<file path="config.mk">
export PLATFORM = sky130hd
export DESIGN_NAME = mul_req_arbiter
export DESIGN_NICKNAME = d
export VERILOG_FILES = /design/src/rtl/mul_arb_pkg.sv /design/src/rtl/rr_arb2.sv /design/src/rtl/mul_req_arbiter.sv
export SDC_FILE = /design/constraint.sdc
export NUM_CORES = 1
export LEC_CHECK = 0
export BUFFER_PORTS_ARGS = -buffer_cell sky130_fd_sc_hd__buf_2
export CAP_MARGIN = 20
export CORE_ASPECT_RATIO = 1.2
export CORE_UTILIZATION = 32
export DETAILED_ROUTE_END_ITERATION = 6
export PLACE_DENSITY_LB_ADDON = 0.15
export SKIP_CTS_REPAIR_TIMING = 1
export SYNTH_ARGS = -nofsm -noshare
export SYNTH_HDL_FRONTEND = slang
export SYNTH_HIERARCHICAL = 1
export SYNTH_SLANG_ARGS = --single-unit
</file>
<file path="constraint.sdc">
create_clock -name clk -period 2.4 [get_ports clk]
set_clock_uncertainty 0.1 [all_clocks]
set_input_delay 0.12 -clock clk [delete_from_list [all_inputs] [get_ports clk]]
set_output_delay 0.12 -clock clk [all_outputs]
set_load 0.02 [all_outputs]
</file>
<file path="src/rtl/mul_arb_pkg.sv">
// ============================================================================
// Module   : mul_arb_pkg
// Brief    : Shared types and constants for the multiplier request arbiter.
// Revision : 1.0
// ============================================================================
`default_nettype none

package mul_arb_pkg;

  typedef enum logic [1:0] {
    IDLE  = 2'd0,
    ISSUE = 2'd1,
    WAIT  = 2'd2,
    RESP  = 2'd3
  } arb_state_t;

  localparam logic TAG_UART = 1'b0;
  localparam logic TAG_SPI  = 1'b1;

  // Sliced down to the result width at the point of use.
  localparam logic [63:0] ERR_RESULT = '1;

endpackage : mul_arb_pkg

`default_nettype wire

</file>
<file path="src/rtl/rr_arb2.sv">
// ============================================================================
// Module   : rr_arb2
// Brief    : Two-requester round-robin picker; grant is one-hot or zero.
// Revision : 1.0
// ============================================================================
`default_nettype none

module rr_arb2
  import mul_arb_pkg::*;
(
  input  logic [1:0] req,
  input  logic       last,
  input  logic       enable,
  output logic [1:0] grant
);

  always_comb begin
    grant = 2'b00;
    if (enable) begin
      case (req)
        2'b01:   grant = 2'b01;
        2'b10:   grant = 2'b10;
        // On a tie, favour whichever side was not served last.
        2'b11:   grant = (last == TAG_SPI) ? 2'b01 : 2'b10;
        default: grant = 2'b00;
      endcase
    end
  end

endmodule : rr_arb2

`default_nettype wire

</file>
<file path="src/rtl/mul_req_arbiter.sv">
// ============================================================================
// Module   : mul_req_arbiter
// Brief    : Shares one multi-cycle multiplier between UART and SPI front ends.
// Revision : 1.0
// ============================================================================
`default_nettype none

module mul_req_arbiter
  import mul_arb_pkg::*;
#(
  parameter int TIMEOUT_CYC = 64,
  parameter int DW          = 16
) (
  input  logic            clk,
  input  logic            rst_n,
  input  logic            uart_valid,
  input  logic [DW-1:0]   uart_data,
  output logic            uart_ready,
  input  logic            spi_valid,
  input  logic [DW-1:0]   spi_data,
  output logic            spi_ready,
  output logic            mul_start,
  output logic [DW/2-1:0] mul_a,
  output logic [DW/2-1:0] mul_b,
  input  logic            mul_busy,
  input  logic            mul_done,
  input  logic [DW-1:0]   mul_result,
  output logic            res_valid,
  output logic [DW-1:0]   res_data,
  output logic            res_tag,
  output logic            res_err,
  input  logic            res_ready,
  output logic [7:0]      cnt_uart,
  output logic [7:0]      cnt_spi
);

  localparam int HW   = DW / 2;
  localparam int WD_W = $clog2(TIMEOUT_CYC);
  localparam logic [WD_W-1:0] WD_LAST = WD_W'(TIMEOUT_CYC - 1);
  localparam logic [WD_W-1:0] WD_MAX  = '1;

  arb_state_t      r_state;
  arb_state_t      w_state_next;
  logic            r_last_grant;
  logic [HW-1:0]   r_a;
  logic [HW-1:0]   r_b;
  logic            r_tag;
  logic [DW-1:0]   r_res;
  logic            r_err;
  logic [WD_W-1:0] r_wd;
  logic [WD_W-1:0] w_wd_inc;
  logic            w_timeout;
  logic [7:0]      r_cnt_uart;
  logic [7:0]      r_cnt_spi;
  logic [1:0]      w_grant;
  logic [DW-1:0]   w_sel_data;
  logic            w_issue_go;

  rr_arb2 u_rr_arb2 (
    .req    ({spi_valid, uart_valid}),
    .last   (r_last_grant),
    .enable (r_state == IDLE),
    .grant  (w_grant)
  );

  assign uart_ready = w_grant[0];
  assign spi_ready  = w_grant[1];
  assign w_sel_data = w_grant[1] ? spi_data : uart_data;
  assign w_issue_go = (r_state == ISSUE) && !mul_busy;

  // The abort fires when the incremented count lands on TIMEOUT_CYC-1, so
  // res_valid rises exactly TIMEOUT_CYC cycles after the start pulse.
  assign w_wd_inc  = (r_wd == WD_MAX) ? r_wd : r_wd + 1'b1;
  assign w_timeout = (w_wd_inc == WD_LAST);

  always_comb begin
    w_state_next = r_state;
    mul_start    = 1'b0;
    res_valid    = 1'b0;
    case (r_state)
      IDLE: begin
        if (|w_grant) w_state_next = ISSUE;
      end
      ISSUE: begin
        if (!mul_busy) begin
          mul_start    = 1'b1;
          w_state_next = WAIT;
        end
      end
      WAIT: begin
        if (mul_done || w_timeout) w_state_next = RESP;
      end
      RESP: begin
        res_valid = 1'b1;
        if (res_ready) w_state_next = IDLE;
      end
      default: w_state_next = IDLE;
    endcase
  end

  always_ff @(posedge clk or negedge rst_n) begin
    if (!rst_n) begin
      r_state <= IDLE;
    end else begin
      r_state <= w_state_next;
    end
  end

  always_ff @(posedge clk or negedge rst_n) begin
    if (!rst_n) begin
      r_last_grant <= TAG_SPI;
      r_a          <= '0;
      r_b          <= '0;
      r_tag        <= TAG_UART;
      r_res        <= '0;
      r_err        <= 1'b0;
      r_wd         <= '0;
      r_cnt_uart   <= 8'd0;
      r_cnt_spi    <= 8'd0;
    end else begin
      if ((r_state == IDLE) && (|w_grant)) begin
        r_a          <= w_sel_data[DW-1:HW];
        r_b          <= w_sel_data[HW-1:0];
        r_tag        <= w_grant[1];
        r_last_grant <= w_grant[1];
      end
      if (w_issue_go) begin
        r_wd <= '0;
      end
      if (r_state == WAIT) begin
        r_wd <= w_wd_inc;
        // A completion in the same cycle as the abort still wins.
        if (mul_done) begin
          r_res <= mul_result;
          r_err <= 1'b0;
        end else if (w_timeout) begin
          r_res <= ERR_RESULT[DW-1:0];
          r_err <= 1'b1;
        end
      end
      if ((r_state == RESP) && res_ready) begin
        if (r_tag == TAG_SPI) r_cnt_spi  <= r_cnt_spi + 8'd1;
        else                  r_cnt_uart <= r_cnt_uart + 8'd1;
      end
    end
  end

  assign mul_a    = r_a;
  assign mul_b    = r_b;
  assign res_data = r_res;
  assign res_tag  = r_tag;
  assign res_err  = r_err;
  assign cnt_uart = r_cnt_uart;
  assign cnt_spi  = r_cnt_spi;

endmodule : mul_req_arbiter

`default_nettype wire
</file>
==> impl_metrics.csv <==
group,metric,value,unit
synth,synth_fp_nets,343,
critical_path,critPathLaunchType,"flip-flop",
placed_design,place_hpwl,4762,um
timing,holdWs,-40.46,ps
placed_design,gp_congestion,0.7632,
timing,relSlewSlack,45.23,%
cells_and_area,syn_to_final_growth,41.52,%
routing,drtIter0Drc,111,
cells_and_area,nFillCells,851,
die,num_rows,37,
critical_path,cp_max_fo,20,
timing,hold_viol,10,
synth,yosys_warnings,6,
run_status,violations,"hold timing",
timing,timing.final.crit_period,2203,ps
critical_path,path_buf_inv,3,
synth,synth.area.top_cells,"dfrtp_1 50%, mux2i_1 7.6%, nand2_1 4.3%, o22ai_1 3.7%, xnor2_1 3.6%",
critical_path,critical_path_class,"reg2out",
routing,first_pass_iters,4,
global_route,track_usage,14.84,%
critical_path,cp-end-kind,"output pin",
routing,met2_length,3421,um
cells_and_area,n_antenna_cell,0,
timing,setup_ws,197.4,ps
synth,yosysUniqueCellTypes,40,
routing,dr_wl_met3,370,um
synth,avgSynthCellArea,10.32,um^2
placed_design,io_buffers,108,
synth,synth_area,2899,um^2
synth,synth_seq_cells,59,
timing,maxSlewViolCount,0,
synth,synth_top_area_cell,"dfrtp_1",
critical_path,cp_top_family,"buffers and inverters",
synth,synthFlopType,"dfrtp_1",
min_path,holdPathEnd,"res_data[5]$_DFFE_PN0P_",
timing,setup_viol,0,
clock_network,clk_pin_slew,80,ps
clock_network,tritoncts,"built",
synth,yosysTopAreaCellShare,50.06,%
synth,synth_edf_count,0,
pwr,vdd_ir_drop_max,0.0004661,V
routing,routed_wl,7127,um
routing,ant_nets,0,
pwr,p_total,4.809,mW
die,ios,109,
run_status,status,"finished, violations left",
clock_network,numCtsBuffers,9,
critical_path,worstPathArrival,1980,ps
clock_network,htreeDepth,3,
die,die_h,106.3,um
clock_network,clock_sinks,59,
placed_design,preCtsSetupSlack,215.7,ps
global_route,grt_max_degree,37,
global_route,antenna_found_initial,0,
synth,syn_inst,281,
critical_path,reg2reg_to,"r_state[0]$_DFFE_PN0P_",
global_route,overflow,0,
pwr,p_leak,2.016,nW
routing,routedWlPerCell,13.10,um
pwr,power.density,1172,nW/um^2
critical_path,path_cells,"inv_1 > ha_1 > nand2_1 > a21oi_2 > buf_4 > buf_2",
job,max-cap-violations,0,
cells_and_area,final_nets,484,
clock_network,worst_skew_pair.late_latency,340,ps
clock_network,clk_path_buf_depth,2,
critical_path,reg2reg_from,"r_wd[0]$_DFFE_PN0P_",
critical_path,r2r_setup_slack,210,ps
global_route,grt_pass1_vias,2264,
cells_and_area,post-route-util,47.14,%
routing,dr.max_layer_used,"met4",
critical_path,rr_worst_depth,5,
min_path,hp-class,"in2reg",
timing,finalCritPeriodShare,91.77,%
die,coreArea,8703,um^2
cells_and_area,final_layout_size_suffix_gt1_share,34.89,%
routing,met1_length,3246,um
routing,vias,2566,
min_path,worstHoldPathCells,3,
critical_path,max_stage_delay,420,ps
synth,seq_area_frac_synth,50.97,%
routing,drc_errors,0,
die,die_w,88.89,um
die,dieArea,9446,um^2
timing,tightest_slew,821.5,ps
timing,setup_tns,0,ps
critical_path,cp.required,2180,ps
timing,rsz0062_at_grt,"no",
die,start_util,33.31,%
synth,synth-async-reset-ratio,100.0,%
clock_network,cts_root_buffer,"clkbuf_8",
critical_path,crit_path_top_delay_cell,"dfrtp_1",
timing,clock.fmax,454.0,MHz
routing,routed_via_density,4.717,
global_route,grt_pass1_wl,10750,um
min_path,worst_hold_startpoint,"mul_result[5]",
[sequential cells by signal (all words and copies together) (netlist names)]
| register | flops |
|---|---|
| r_state | 2 |
| res_err | 1 |
| res_tag | 1 |
| cnt_spi | 8 |
| r_last_grant | 1 |
| mul_a | 8 |
| cnt_uart | 8 |
| mul_b | 8 |
| res_data | 16 |
| r_wd | 6 |
[cells in the mapped netlist, types with 2 or more instances]
cell type,count
buf_2,2
xnor2_1,12
and3_1,3
inv_1,7
nand3_1,9
buf_4,2
nor2_1,20
o22ai_1,17
a21oi_2,10
nand2b_1,3
nand4_1,5
mux2i_1,22
xor2_1,3
a31oi_1,2
clkbuf_1,11
dfrtp_1,58
o21ai_0,19
a21oi_1,14
a41oi_1,2
a22o_1,2
nand2_1,33
ha_1,7
[power by group]
group          internal [mW]  total, mW  switching (mW)
combinational          0.853       2.10            1.25
clock                  0.593       1.02           0.426
sequential              1.37       1.69           0.319
[worst reg2reg max path, cell delays in order, from the launching register on]
cell and delay (ps):
dfrtp_1 470, ha_1 310, and4b_4 250, a211oi_4 310
nand3_4 300, a41oi_1 350
[cell families (layout without fill, tap and decap cells)]
kind of cell	count (synthesis)	after routing	synth area share (%)
AND/OR/NAND/NOR	81	81	13.38
AO/OA/AOI/OAI	73	73	16.53
flip-flops	59	59	50.97
multiplexers	23	23	7.984
buffers and inverters	23	169	3.582
XOR/XNOR	15	15	4.532
adder cells (fa/ha/maj)	7	7	3.021
[per-layer routing]
| metal | up-vias | GRT usage (%) |
|---|---|---|
| li1 | 1280 | - |
| met1 | 1200 | 18.71 |
| met2 | 78 | 24.07 |
| met3 | 8 | 4.348 |
| met4 | 0 | 4.839 |
| met5 | - | 0 |
[through the flow]
| step | cells | area, um^2 |
|---|---|---|
| 2_1_floorplan | 281 | 2903 |
| 3_3_place_gp | 497 | 3568 |
| 3_5_place_dp | 497 | 3568 |
| 4_1_cts | 513 | 3792 |
| 5_1_grt | 544 | 4103 |
| 6_report | 544 | 4103 |
[placed cells by master (no fill, tap or decap), types with 5 or more instances in the layout]
master and count:
a21oi_1 13, a21oi_2 11, buf_2 108, buf_4 7, clkbuf_8 9, dfrtp_1 58, dlygate4sd3_1 31, ha_1 7
inv_1 7, mux2i_1 22, nand2_1 33, nand3_1 9, nand4_1 5, nor2_1 20, o21ai_0 18, o22ai_1 17
xnor2_1 12
[worst max path at each step]
stage / endpoint / cells after the start / slack [ps] / from
final: spi_ready / 6 / 200 / r_state[0]$_DFFE_PN0P_
after global routing: r_state[0]$_DFFE_PN0P_ / 8 / 10 / r_state[0]$_DFFE_PN0P_
after CTS: spi_ready / 6 / 170 / r_state[0]$_DFFE_PN0P_
after detailed placement: r_state[0]$_DFFE_PN0P_ / 5 / 220 / r_wd[0]$_DFFE_PN0P_
after global placement: r_state[0]$_DFFE_PN0P_ / 5 / 270 / r_wd[0]$_DFFE_PN0P_
after floorplan: r_state[1]$_DFFE_PN0P_ / 9 / 80 / r_state[0]$_DFFE_PN0P_
[area by class of cell]
class                           instances  area [um^2]  area share, %
Clock inverter                          7        100.1          2.440
Clock buffer                            9        123.9          3.019
Inverter                                7        26.28         0.6404
Timing Repair Buffer                  146        903.4          22.02
Multi-Input combinational cell        199         1325          32.30
Sequential cell                        59         1478          36.02
Tap cell                              117        146.4          3.568
Power figures use the tool's default switching activity.
